`src/rtl/hlsm_seq_pkg.sv`:
```
// Shared types for the HLSM job sequencer: FSM state encoding and the operand-set record.
package hlsm_seq_pkg;
  localparam int HLSM_W = 64;

  typedef enum logic [2:0] {
    DRAIN  = 3'd0,
    IDLE   = 3'd1,
    LAUNCH = 3'd2,
    RUN    = 3'd3,
    HOLD   = 3'd4
  } state_t;

  typedef struct packed {
    logic [HLSM_W-1:0] a;
    logic [HLSM_W-1:0] b;
    logic [HLSM_W-1:0] c;
    logic [HLSM_W-1:0] d;
  } job_t;

  // Jobs with a zero divisor are answered locally and never reach the HLSM.
  function automatic logic div0(input job_t j);
    return (j.b == '0) || (j.d == '0);
  endfunction
endpackage

```
`src/rtl/hlsm_seq_fifo.sv`:
```
// Synchronous job FIFO: DEPTH entries (power of 2), head visible combinationally on rdata.
module hlsm_seq_fifo import hlsm_seq_pkg::*; #(
  parameter int DEPTH = 4
) (
  input  logic Clk,
  input  logic Rst,
  input  logic push,
  input  logic pop,
  input  job_t wdata,
  output job_t rdata,
  output logic full,
  output logic empty
);
  localparam int AW = $clog2(DEPTH);
  localparam int CW = AW + 1;

  job_t          mem [DEPTH];
  logic [AW-1:0] wp, rp;
  logic [CW-1:0] cnt;
  logic          do_push, do_pop;

  assign full    = (cnt == CW'(DEPTH));
  assign empty   = (cnt == '0);
  // Push is refused when full even if a pop frees a slot in the same cycle.
  assign do_push = push & ~full;
  assign do_pop  = pop & ~empty;
  assign rdata   = mem[rp];

  always_ff @(posedge Clk or negedge Rst) begin
    if (!Rst) begin
      wp  <= '0;
      rp  <= '0;
      cnt <= '0;
    end else begin
      if (do_push) wp <= wp + 1'b1;
      if (do_pop)  rp <= rp + 1'b1;
      case ({do_push, do_pop})
        2'b10:   cnt <= cnt + 1'b1;
        2'b01:   cnt <= cnt - 1'b1;
        default: ;
      endcase
    end
  end

  always_ff @(posedge Clk) begin
    if (do_push) mem[wp] <= wdata;
  end
endmodule

```
`src/rtl/hlsm_job_sequencer.sv`:
```
// Feeds buffered operand sets to the HLSM one at a time and returns z on a valid/ready stream.
// Optional Done watchdog: define HLSM_SEQ_TIMEOUT_EN.
module hlsm_job_sequencer import hlsm_seq_pkg::*; #(
  parameter int W         = HLSM_W,
  parameter int DEPTH     = 4,
  parameter int DRAIN_CYC = 12,
  parameter int TIMEOUT   = 64
) (
  input  logic         Clk,
  input  logic         Rst,
  input  logic         in_valid,
  output logic         in_ready,
  input  logic [W-1:0] in_a,
  input  logic [W-1:0] in_b,
  input  logic [W-1:0] in_c,
  input  logic [W-1:0] in_d,
  output logic         out_valid,
  input  logic         out_ready,
  output logic [W-1:0] out_z,
  output logic         out_err,
  output logic         hlsm_start,
  input  logic         hlsm_done,
  output logic [W-1:0] hlsm_a,
  output logic [W-1:0] hlsm_b,
  output logic [W-1:0] hlsm_c,
  output logic [W-1:0] hlsm_d,
  output logic [W-1:0] hlsm_zero,
  input  logic [W-1:0] hlsm_z,
  output logic         busy,
  output logic         timeout
);
  localparam int CMAX = (DRAIN_CYC > TIMEOUT) ? DRAIN_CYC : TIMEOUT;
  localparam int CW   = $clog2(CMAX + 1);

  state_t        state_q, state_d;
  logic [CW-1:0] cnt_q, cnt_d;
  logic          en_q, full, empty, push, pop;
  logic          ld_res, res_err, err_q;
  logic [W-1:0]  res_z, z_q;
  job_t          head, ops_q, in_job;

`ifdef HLSM_SEQ_TIMEOUT_EN
  logic tmo_q, redrain_q, tmo_set;
`endif

  assign in_job = '{a: in_a, b: in_b, c: in_c, d: in_d};
  // en_q keeps in_ready and busy low while reset is held and for the release cycle.
  assign in_ready = en_q & ~full;
  assign push     = in_valid & in_ready;
  assign busy     = en_q & ((state_q != IDLE) | ~empty);

  hlsm_seq_fifo #(.DEPTH(DEPTH)) u_fifo (
    .Clk   (Clk),
    .Rst   (Rst),
    .push  (push),
    .pop   (pop),
    .wdata (in_job),
    .rdata (head),
    .full  (full),
    .empty (empty)
  );

  always_comb begin
    state_d = state_q;
    cnt_d   = cnt_q;
    pop     = 1'b0;
    ld_res  = 1'b0;
    res_z   = '0;
    res_err = 1'b0;
`ifdef HLSM_SEQ_TIMEOUT_EN
    tmo_set = 1'b0;
`endif
    case (state_q)
      DRAIN: begin
        cnt_d = cnt_q + 1'b1;
        if (cnt_q == CW'(DRAIN_CYC - 1)) begin
          state_d = IDLE;
          cnt_d   = '0;
        end
      end
      IDLE: begin
        if (!empty) begin
          pop = 1'b1;
          if (div0(head)) begin
            state_d = HOLD;
            ld_res  = 1'b1;
            res_err = 1'b1;
          end else begin
            state_d = LAUNCH;
          end
        end
      end
      LAUNCH: begin
        state_d = RUN;
        cnt_d   = '0;
      end
      RUN: begin
        if (hlsm_done) begin
          state_d = HOLD;
          ld_res  = 1'b1;
          res_z   = hlsm_z;
        end
`ifdef HLSM_SEQ_TIMEOUT_EN
        else if (cnt_q == CW'(TIMEOUT - 1)) begin
          state_d = HOLD;
          ld_res  = 1'b1;
          res_err = 1'b1;
          tmo_set = 1'b1;
        end else begin
          cnt_d = cnt_q + 1'b1;
        end
`endif
      end
      HOLD: begin
        if (out_ready) begin
          cnt_d   = '0;
`ifdef HLSM_SEQ_TIMEOUT_EN
          // A hung HLSM gets a full drain window before it is trusted again.
          state_d = redrain_q ? DRAIN : IDLE;
`else
          state_d = IDLE;
`endif
        end
      end
      default: state_d = DRAIN;
    endcase
  end

  always_ff @(posedge Clk or negedge Rst) begin
    if (!Rst) begin
      state_q <= DRAIN;
      cnt_q   <= '0;
      en_q    <= 1'b0;
      ops_q   <= '0;
      z_q     <= '0;
      err_q   <= 1'b0;
    end else begin
      state_q <= state_d;
      cnt_q   <= cnt_d;
      en_q    <= 1'b1;
      if (pop) ops_q <= head;
      if (ld_res) begin
        z_q   <= res_z;
        err_q <= res_err;
      end
    end
  end

`ifdef HLSM_SEQ_TIMEOUT_EN
  always_ff @(posedge Clk or negedge Rst) begin
    if (!Rst) begin
      tmo_q     <= 1'b0;
      redrain_q <= 1'b0;
    end else begin
      if (tmo_set) tmo_q <= 1'b1;
      if (tmo_set) redrain_q <= 1'b1;
      else if (state_q == HOLD && out_ready) redrain_q <= 1'b0;
    end
  end
  assign timeout = tmo_q;
`else
  assign timeout = 1'b0;
`endif

  assign out_valid  = (state_q == HOLD);
  assign out_z      = z_q;
  assign out_err    = err_q;
  assign hlsm_start = (state_q == LAUNCH);
  assign hlsm_a     = ops_q.a;
  assign hlsm_b     = ops_q.b;
  assign hlsm_c     = ops_q.c;
  assign hlsm_d     = ops_q.d;
  assign hlsm_zero  = '0;
endmodule

```
`config.mk`:
```
export PLATFORM = sky130hd
export DESIGN_NAME = hlsm_job_sequencer
export DESIGN_NICKNAME = d
export VERILOG_FILES = /design/src/rtl/hlsm_seq_pkg.sv /design/src/rtl/hlsm_seq_fifo.sv /design/src/rtl/hlsm_job_sequencer.sv
export SDC_FILE = /design/constraint.sdc
export NUM_CORES = 1
export LEC_CHECK = 0
export ABC_AREA = 1
export BUFFER_PORTS_ARGS = -buffer_cell sky130_fd_sc_hd__buf_4
export CORE_UTILIZATION = 62
export CTS_CLUSTER_DIAMETER = 60
export DETAILED_ROUTE_END_ITERATION = 8
export HOLD_SLACK_MARGIN = 0.03
export PLACE_DENSITY = 0.86
export SLEW_MARGIN = 25
export SYNTH_ARGS = -nofsm -noshare
export SYNTH_HDL_FRONTEND = slang
export SYNTH_SLANG_ARGS = --single-unit
```
`constraint.sdc`:
```
create_clock -name Clk -period 30.5 [get_ports Clk]
set_input_delay 3.05 -clock Clk [delete_from_list [all_inputs] [get_ports Clk]]
set_output_delay 3.05 -clock Clk [all_outputs]
set_load 0.1 [all_outputs]
```
# [Word level (Yosys, flattened, before mapping)]
# Memories as Yosys holds them, arrays and structs flattened.
# Index checks and enable logic that the tools add are counted.
[totals] reg_bits=339 latchBits=0 ram_bits=1024 mem_bits_ro=0 inputBits=325 output_inout_bits=390 wordCells=69 n_memories=1
[classes] addsub=5 multipliers=0 n_div=0 order_cmp=0 eq_ne=13 shifts=0 muxes=21 bitwise=8 n_reduce_logical=9
[memory_table] name="u_fifo.mem" depth=4 word_bits=256 rd=1 rd_clocked_by_memory_dff=0 write_ports=1 line="hlsm_seq_fifo.sv:17" source="job_t mem [DEPTH];"
[ops] operator="$logic_not 64->1" n=2
[ops] operator="$mux 64" n=2
[ops] operator="$pmux 7 s3" n=1
[ops] operator="$mux 3" n=5
[ops] operator="$pmux 3 s5" n=1
[ops] operator="$mux 7" n=2
[ops] operator="$mux 1" n=8
[ops] operator="$add 7x1->7 const B" n=1
[ops] operator="$eq 7x4->1 const B" n=1
[ops] operator="$eq 3x2->1 const B" n=2
[ops] operator="$eq 3x3->1 const B" n=2
[ops] operator="$logic_not 3->1" n=2
[ops] operator="$ne 2x2->1 const B" n=3
[ops] operator="$pmux 3 s2" n=1
[ops] operator="$and 1x1->1" n=5
[ops] operator="$add 2x1->2 const B" n=2
[ops] operator="$reduce_and 4->1" n=1
[ops] operator="$add 3x1->3 const B" n=1
[ops] operator="$eq 3x1->1 const B" n=1
[ops] operator="$ne 3x1->1 const B" n=1
[ops] operator="$reduce_bool 3->1" n=1
[ops] operator="$sub 3x1->3 const B" n=1
[ops] operator="$eq 2x1->1 const B" n=1
[ops] operator="$eq 2x2->1 const B" n=1
[ops] operator="7 further kinds" n=8

# [Longest topological paths before layout]
# Gate-level depths: netlist of the first run.
[depth] ltp_word=7 ltp_mapped=19 mapped_depth_nobuf=15

# [Hierarchy]
# Synthesis of the first run repeated with hierarchy kept, for this count alone.
[hier_totals] cells_unflattened=4675 area_unflattened_um2=54478.5
[modules_own_cells] module="hlsm_seq_fifo" instances=1 cells_per_inst=3048 area_per_inst_um2=40650.2 seq_area_each_um2=30924.7
[modules_own_cells] module="hlsm_job_sequencer" instances=1 cells_per_inst=1627 area_per_inst_um2=13828.3 seq_area_each_um2=8308.0

# [Least setup slack after synthesis of the first run]
# OpenSTA, ideal clock, no wires.
[synth_path] path_kind="input -> register" from="input port in_valid" to="memory u_fifo.mem[0][0] (netlist bit) (enable)" setup_ns=0.875 arrival_ns=14.009 required_ns=29.625 path_slack_ns=15.616 cell_stages=2 n_path_buf=0 path_cell_list="nand2_1 nor2_1"
[synth_between] elab_chain_cells=4
[synth_lines] item="from (decl)" line="hlsm_job_sequencer.sv:11" source="input logic in_valid,"
[synth_lines] item="$and 1x1->1" line="hlsm_job_sequencer.sv:49" source="assign push = in_valid & in_ready;"
[synth_lines] item="$and 1x1->1" line="hlsm_seq_fifo.sv:25" source="assign do_push = push & ~full;"
[synth_lines] item="$mux 1" line="hlsm_seq_fifo.sv:46" source="if (do_push) mem[wp] <= wdata;"
[synth_lines] item="$mux 1 (implied by the code)" line="hlsm_seq_fifo.sv:46"
[synth_lines] item="to (decl)" line="hlsm_seq_fifo.sv:17"
# No other way between the ends.

# [Worst setup path after layout of the first run]
[layout_path] from="input port in_valid" to="memory u_fifo.mem[0][61] (netlist bit) (enable)"
# The elaborated chain is that of the path after synthesis.

==> results of run 1 <==
-- final timing paths --
kind                       cells past startpoint          from           endpoint
min in group asynchronous                      1           Rst          out_z[32]
hold / removal                                 2    hlsm_d[41]         hlsm_d[41]
hold reg to reg                                2    hlsm_d[41]         hlsm_d[41]
setup reg to reg                              18  u_fifo.rp[0]           out_z[0]
max in group asynchronous                      3           Rst         hlsm_b[62]
setup / recovery                               5      in_valid  u_fifo.mem[0][61]
-- layout by cell type (no fill, tap or decap), types with 2 or more instances in the layout --
cell                        netlist  routed
sky130_fd_sc_hd__xnor2_1          2       2
sky130_fd_sc_hd__edfxtp_1      1024    1024
sky130_fd_sc_hd__inv_1           45      44
sky130_fd_sc_hd__inv_16           0       3
sky130_fd_sc_hd__nor4_1           2       2
sky130_fd_sc_hd__o21ai_0        393     393
sky130_fd_sc_hd__nand4_1         25      25
sky130_fd_sc_hd__buf_6            4       2
sky130_fd_sc_hd__clkbuf_8         0      21
sky130_fd_sc_hd__conb_1           2      66
sky130_fd_sc_hd__clkbuf_1       150      42
sky130_fd_sc_hd__bufinv_16        0       9
sky130_fd_sc_hd__clkbuf_16        0     136
sky130_fd_sc_hd__clkinv_4         0       2
sky130_fd_sc_hd__dfrtp_1        339     337
sky130_fd_sc_hd__clkinv_8         0       4
sky130_fd_sc_hd__clkinv_1         0      11
sky130_fd_sc_hd__buf_16           0       5
sky130_fd_sc_hd__inv_6            0       5
sky130_fd_sc_hd__nand2_2          0       2
sky130_fd_sc_hd__a31oi_1        130     130
sky130_fd_sc_hd__buf_12           0       3
sky130_fd_sc_hd__clkinv_2         0      13
sky130_fd_sc_hd__nor2_4           0       5
sky130_fd_sc_hd__a21oi_1          4       4
sky130_fd_sc_hd__nor3_1           8       8
sky130_fd_sc_hd__dfrtp_4          0       2
sky130_fd_sc_hd__nand3_1        326     326
sky130_fd_sc_hd__buf_4           67     683
sky130_fd_sc_hd__clkinv_16        0       2
sky130_fd_sc_hd__diode_2          0      35
sky130_fd_sc_hd__nor2_1         677     672
sky130_fd_sc_hd__ha_1             6       6
sky130_fd_sc_hd__nand2_1        944     942
sky130_fd_sc_hd__xor2_1           2       2
-- layer usage --
metal | GRT usage (%) | vias to the layer above
li1 | - | 15800
met1 | 39.6 | 17600
met2 | 54.4 | 2430
met3 | 7.57 | 530
met4 | 26.4 | 14
met5 | 0 | -
-- cell families (layout without fill, tap and decap cells) --
logic type               count (synthesis)  count (layout)
other                                    2             101
flip-flops                            1363            1363
AND/OR/NAND/NOR                       1983            1983
XOR/XNOR                                 4               4
adder cells (fa/ha/maj)                  7               7
buffers and inverters                  359             989
AO/OA/AOI/OAI                          529             529
-- final cells by class --
cell class	instances	share of cell area, %
Clock buffer	199	6.22
Clock inverter	48	0.997
Sequential cell	1363	63.4
Timing Repair Buffer	694	8.67
Tap cell	1070	2.16
Inverter	48	0.334
Multi-Input combinational cell	2589	18.1
Antenna cell	35	0.142
-- tightest hold or removal path, delay by kind of cell, from the launching register on --
family	cells	cell delay (ns)
flops	1	0.35
compound gates	1	0.06
simple gates	1	0.05
-- stage by stage --
| step | worst slack, ns | util (%) |
|---|---|---|
| after detailed placement | 23.87 | 69.4 |
| after CTS | 24.63 | 74.8 |
| final | 24.79 | 75.1 |
| after global placement | 23.92 | 69.4 |
| after global routing | 24.49 | 75.1 |
| after floorplan | 15.62 | - |
-- synth_stat cells --
library cell and n:
sky130_fd_sc_hd__edfxtp_1 1024, sky130_fd_sc_hd__nand2_1 944, sky130_fd_sc_hd__nor2_1 677, sky130_fd_sc_hd__o21ai_0 393
sky130_fd_sc_hd__dfrtp_1 339, sky130_fd_sc_hd__nand3_1 326, sky130_fd_sc_hd__clkbuf_1 150, sky130_fd_sc_hd__a31oi_1 130
sky130_fd_sc_hd__buf_2 68, sky130_fd_sc_hd__buf_4 67, sky130_fd_sc_hd__inv_1 45, sky130_fd_sc_hd__nand4_1 25
sky130_fd_sc_hd__buf_1 22, sky130_fd_sc_hd__nor3_1 8, sky130_fd_sc_hd__ha_1 6, sky130_fd_sc_hd__a21oi_1 4
sky130_fd_sc_hd__buf_6 4, sky130_fd_sc_hd__conb_1 2, sky130_fd_sc_hd__inv_2 2, sky130_fd_sc_hd__nor4_1 2
sky130_fd_sc_hd__xnor2_1 2, sky130_fd_sc_hd__xor2_1 2, sky130_fd_sc_hd__a21boi_0 1, sky130_fd_sc_hd__fa_1 1
sky130_fd_sc_hd__inv_4 1, sky130_fd_sc_hd__nor3b_1 1, sky130_fd_sc_hd__o211ai_1 1
-- sequential cells by signal (all words and copies together), names as in the netlist --
name        flops
u_fifo.mem   1024
hlsm_a         64
hlsm_b         64
hlsm_c         64
hlsm_d         64
out_z          64
cnt_q           7
state_q         3
u_fifo.cnt      3
u_fifo.rp       2
u_fifo.wp       2
en_q            1
out_err         1
==> reports/results.md, run 1 <==
• outcome: complete, no violations
• final worst-path cycle share: 18.7%
• setup clock skew after layout: 0.0425 ns
• final count of hold timing violations: 0
• post-route insts no fill: 6046
• postcts setup bufs: 0
• TritonCTS clock tree: built
• maximum number of pins on one net before global-route repair: 259
• clock transition at the registers of the reported paths: 0.06 ns
• length of routed wiring on met1: 48.9 mm
• detailed-router iteration count before antenna repair: 7
• delay of the slowest cell on the worst path: 0.88 ns
• type of element capturing the critical path: flop
• CTS Root Buffer Type: sky130_fd_sc_hd__clkbuf_16
• antenna-violating nets left: 0
• H-tree depth: 4
• number of buffers inserted for hold repair after clock tree synthesis: 0
• post-layout min period: 5.71 ns
• adder and majority gate portion of the synthesized area: 0.183%
• summed negative setup slack over all endpoints: 0 ns
• standard cell with the maximum stage delay on the critical path: sky130_fd_sc_hd__buf_4
• final hold slack: 0.487 ns
• post-synth cell types: 27
• number of buffers and inverters on the critical path: 3
• proportion of synthesized area in mux cells: 0%
• number of warnings reported in the yosys synthesis log: 0
• Die Outline Area: 0.0848 sq mm
• effective utilization at floorplan: 62.9%
• setup repair after global routing missed its margin: false
• Finished Cell Area: 0.0619 sq mm
• post-synthesis cell area: 0.0518 sq mm
• mean number of vias per cell: 6.02
• vertical die dimension: 291 um
• number of instances in the synthesized netlist: 4247
• DP Cell Count: 5758
• relative slew slack: 28.8%
• gr ovfl total: 0
• largest cells by area after synthesis: sky130_fd_sc_hd__edfxtp_1 59%, sky130_fd_sc_hd__dfrtp_1 16%, sky130_fd_sc_hd__nand2_1 6.8%
• io pins: 715
• vias: 36400
• vias in the first global route: 35600
• list of cells traversed by the critical path: buf_4 -> nand2_1 -> nor2_4 -> buf_4 -> buf_4
• met2 wirelength from detailed routing: 71.0 mm
• CP most frequent cell: sky130_fd_sc_hd__buf_4
• Site Rows: 105
• Initial DRC Count: 4245
• post-synthesis share of cell area spent on xor and xnor gates: 0.0676%
• average wire per standard cell: 24.2 um
• cell taking the most area after synthesis: sky130_fd_sc_hd__edfxtp_1
• area of the core region: 0.0824 sq mm
• number of CTS-inserted buffers: 134
• Total Nets Final: 5162
• Area growth syn-to-layout: 19.4%
• internal reg-to-reg setup slack: 24.82 ns
• arrival time at the worst endpoint: 6.04 ns
• worst hold path type: reg -> reg
• Worst Path Max Fanout: 63
• uppermost layer routed: met5
• number of failing setup endpoints in the final timing report: 0
• data required time at the worst endpoint: 30.83 ns
• clock latency reported for the late side of the worst-skew pair: 0.73 ns
• Die W: 291 um
• layout cells sized above 1: 18.2%
• Detailed Route WL: 146 mm
• number of synthesized register bits: 1363
• gate family responsible for the most delay along the worst path: buffers and inverters
• number of input and output port buffers inserted: 649
• count of maximum capacitance violations: 0
• mean instance size in the synthesized netlist: 12.2 sq um
• largest family of logic cells by synthesized area: simple AND/OR/NAND/NOR gates
• sequential share of the synthesized area: 75.7%
• overall track demand over capacity in global routing: 33.8%
• portion of synthesized cell area occupied by the leading cell type: 59.3%
• Worst Max-Slew Pin Slew: 1.07 ns
• count of filler cells inserted in the layout: 4635
• number of DRC violations after detailed routing: 0
• area share of and/or/nand/nor cells after synthesis: 15.3%
• area occupied by multi-input gates: 0.0112 sq mm
• count of pins over their slew limit: 0
• startpoint types: input pin
• Sequential cell area: 0.0392 sq mm
• post-detail-place hpwl: 87.0 mm
• routability cong.: 0.871
• Routed met3 length: 13.9 mm
• CTS-repair resized insts: 0
• Clock Path Buffers: 3
• standard cell area after detailed placement: 0.0572 sq mm
• initial antenna violation count: 43
• Sink Count: 1363
• Max Fclk: 0.175 GHz
• crit path kind: in -> reg
• compound-cell area share of the yosys netlist: 5.43%
• wire length of the first global-routing pass: 213 mm
Power of run 1 is not shown: default switching activity piles up to over one toggle a cycle in this logic, so the estimate is an artifact.
==> inputs of run 2 (changes only) <==
--- a/config.mk
+++ b/config.mk
@@ -7,11 +7,11 @@
 export LEC_CHECK = 0
 export ABC_AREA = 1
 export BUFFER_PORTS_ARGS = -buffer_cell sky130_fd_sc_hd__buf_4
-export CORE_UTILIZATION = 62
+export CORE_UTILIZATION = 52
 export CTS_CLUSTER_DIAMETER = 60
 export DETAILED_ROUTE_END_ITERATION = 8
 export HOLD_SLACK_MARGIN = 0.03
-export PLACE_DENSITY = 0.86
+export PLACE_DENSITY = 0.77
 export SLEW_MARGIN = 25
 export SYNTH_ARGS = -nofsm -noshare
 export SYNTH_HDL_FRONTEND = slang
==> constraint.sdc (replaced) <==
create_clock -name Clk -period 5.05 [get_ports Clk]
set_input_delay 0.505 -clock Clk [delete_from_list [all_inputs] [get_ports Clk]]
set_output_delay 0.505 -clock Clk [all_outputs]
set_load 0.1 [all_outputs]
==> run 2 against run 1 <==
  * Wire length up 0.11%
  * Clock skew up 0.0092 ns
  * Critical path depth is 10 higher
  * Global-route usage fell by 5.2 points
  * First-iteration DRC count down 1.6%
  * Via count rose by 1.1%
==> reports/results.md, run 2 (synthesized netlist as in run 1, its figures left out) <==
• vias: 36800, +1.1%
• Die W: 318 um, +9.1%
• most common cell after layout, fill and taps aside: sky130_fd_sc_hd__edfxtp_1
• internal power summed over all cells: 24.6 mW
• relative slew slack: 21.8%, -7.0 points
• wire length of the first global-routing pass: 218 mm, +2.3%
• Worst Max-Slew Pin Slew: 1.17 ns, +0.105 ns
• crit path kind: reg -> reg
• Max Fclk: 0.250 GHz
• number of input and output port buffers inserted: 649, unchanged
• Sequential cell area: 0.0392 sq mm, unchanged
• average wire per standard cell: 22.3 um, -7.9%
• count of filler cells inserted in the layout: 6518, +41%
• mean number of vias per cell: 5.60, -7.0%
• Worst Path Max Fanout: 123, +95%
• final count of hold timing violations: 0, unchanged
• Initial DRC Count: 4176, -1.6%
• H-tree depth: 4, unchanged
• post-layout min period: 4.00 ns
• number of DRC violations after detailed routing: 0, unchanged
• gr ovfl total: 0, unchanged
• Die Outline Area: 0.101 sq mm, +19%
• type of element capturing the critical path: flop
• peak supply drop: 0.000582 V
• post-route insts no fill: 6572, +8.7%
• final worst-path cycle share: 79.3%
• DP Cell Count: 5976, +3.8%
• detailed-router iteration count before antenna repair: 6, -1
• setup clock skew after layout: 0.0517 ns, +0.00922 ns
• Site Rows: 115, +9.5%
• count of maximum capacitance violations: 0, unchanged
• clock transition at the registers of the reported paths: 0.06 ns, about the same
• highest-count cells in the layout ignoring fill and taps: 1024 x sky130_fd_sc_hd__edfxtp_1, 941 x sky130_fd_sc_hd__nand2_1, 672 x sky130_fd_sc_hd__nor2_1, 671 x sky130_fd_sc_hd__buf_4, 393 x sky130_fd_sc_hd__o21ai_0
• vertical die dimension: 318 um, +9.1%
• effective utilization at floorplan: 52.6%, -10 points
• overall track demand over capacity in global routing: 28.6%, -5.2 points
• startpoint types: flop
• vias in the first global route: 36100, +1.5%
• io pins: 715, unchanged
• count of pins over their slew limit: 0, unchanged
• most flop-heavy register: u_fifo.mem
• relative contribution of combinational cells to total power: 44.4%
• maximum number of pins on one net before global-route repair: 257, -0.77%
• post-detail-place hpwl: 84.0 mm, -3.4%
• fin util: 66.6%, -8.5 points
• data required time at the worst endpoint: 5.70 ns, -25.13 ns
• TritonCTS clock tree: built
• Detailed Route WL: 146 mm, +0.11%
• CTS Root Buffer Type: sky130_fd_sc_hd__clkbuf_16
• clock network fraction of design power: 22.3%
• routability cong.: 0.891, +2.3%
• total power density per cell area: 712 mW/mm^2
• Clock Path Buffers: 3, unchanged
• area of the core region: 0.0986 sq mm, +20%
• setup repair after global routing missed its margin: false
• outcome: complete, no violations
• antenna-violating nets left: 0, unchanged
• Sink Count: 1363, unchanged
• static power due to leakage: 26.0 nW
• Area growth syn-to-layout: 26.6%
• flip-flop count of the largest register, all copies and words added: 1024, unchanged
• initial antenna violation count: 23, -47%
• worst hold path type: in -> reg
• arrival time at the worst endpoint: 4.65 ns, -1.39 ns
• number of failing setup endpoints in the final timing report: 0, unchanged
• number of CTS-inserted buffers: 138, +3.0%
• Switching Fraction: 47.3%
• Total Nets Final: 5484, +6.2%
• area occupied by multi-input gates: 0.0112 sq mm, +0.20%
• clock latency reported for the late side of the worst-skew pair: 0.76 ns, +0.03 ns
• relative contribution of sequential cells to total power: 33.3%
• layout cells sized above 1: 17.2%, -1.1 points
• sw power: 22.1 mW
• final hold slack: 0.0976 ns, -0.389 ns
-- run 2: cell types whose count changed in the layout (fill, tap and decap cells not counted), moves of 3 or more --
cell                            previous run  this run
sky130_fd_sc_hd__buf_16                    5         2
sky130_fd_sc_hd__buf_12                    3        17
sky130_fd_sc_hd__clkbuf_16               136       139
sky130_fd_sc_hd__clkinv_1                 11        16
sky130_fd_sc_hd__bufinv_16                 9        15
sky130_fd_sc_hd__buf_4                   683       671
sky130_fd_sc_hd__clkbuf_8                 21        12
sky130_fd_sc_hd__dlygate4sd3_1             0       321
sky130_fd_sc_hd__inv_2                     0         3
sky130_fd_sc_hd__diode_2                  35        18
-- run 2: repair_timing --
| item | 4_1_cts | 5_1_grt |
|---|---|---|
| buffers inserted | 0 | 0 |
| hold buffers | 321 | 0 |
| gates resized for setup | 0 | 0 |
| hold endpoints to repair | 1172 | 0 |
-- run 2: path summary, 6_finish.rpt --
| kind | startpoint | end | slack, ns | depth (start not counted) |
|---|---|---|---|---|
| min in group asynchronous | Rst | out_z[37] | 0.40 | 2 |
| worst max-delay path | u_fifo.rp[0] | out_z[18] | 1.05 | 15 |
| worst min-delay path | out_ready | state_q[2] | 0.1 | 4 |
| max in group asynchronous | Rst | hlsm_d[61] | 3.39 | 3 |
| worst max register to register | u_fifo.rp[0] | out_z[18] | 1.05 | 15 |
| worst min register to register | hlsm_b[8] | hlsm_b[8] | 0.49 | 2 |
-- run 2: power by group through the flow --
stage | registers (mW) | clock network [mW] | logic [mW]
global placement | 15.6 | 0 | 19.9
global route | 15.7 | 11.0 | 21.8
floorplan | 24.1 | 0 | 6.32
detailed placement | 15.7 | 0 | 20.2
finish | 15.6 | 10.4 | 20.8
CTS | 15.5 | 10.5 | 20.5
-- run 2: cell type report --
type	count	share of cell area, %
sequential	1363	59.8
clock inverter	61	1.33
clock buffer	194	5.80
inverter	48	0.322
tap	1287	2.45
multi-input combinational	2589	17.0
timing repair buffer	1012	13.2
antenna	18	0.0686
-- run 2: routing by layer --
layer	GRT usage, %	wire length (um)	up-vias
met1	34.1	52200	17900
met4	16.4	9010	8
met3	5.90	12000	415
met5	0	50	-
met2	48.2	73100	2021
li1	-	-	16400
-- run 2: worst max-delay path: stages (launching register included) --
cell	delay (ns)
sky130_fd_sc_hd__dfrtp_4	0.50
sky130_fd_sc_hd__buf_12	0.41
sky130_fd_sc_hd__buf_16	0.44
sky130_fd_sc_hd__nand2_1	0.15
sky130_fd_sc_hd__nand3_1	0.12
sky130_fd_sc_hd__nand2_1	0.17
sky130_fd_sc_hd__nand4_1	0.15
sky130_fd_sc_hd__nor2_1	0.10
sky130_fd_sc_hd__nand2_1	0.13
sky130_fd_sc_hd__nor2_1	0.06
sky130_fd_sc_hd__nand2_1	0.09
sky130_fd_sc_hd__nand2_1	0.16
sky130_fd_sc_hd__nand2_2	0.47
sky130_fd_sc_hd__buf_4	0.48
sky130_fd_sc_hd__nand3_1	0.17
sky130_fd_sc_hd__nand2_1	0.11
-- run 2: through the flow --
step	setup TNS (ns)	worst slack (ns)	power [mW]	cell area, sq um
final	0	1.05	46.7	65600
after floorplan	-566.12	-0.576	30.4	52100
after global routing	0	0.897	48.4	65600
after CTS	0	1.21	46.5	65500
after global placement	0	1.26	35.5	57600
after detailed placement	0	1.25	35.9	57600
No activity file was read; power rests on OpenSTA's default activity.
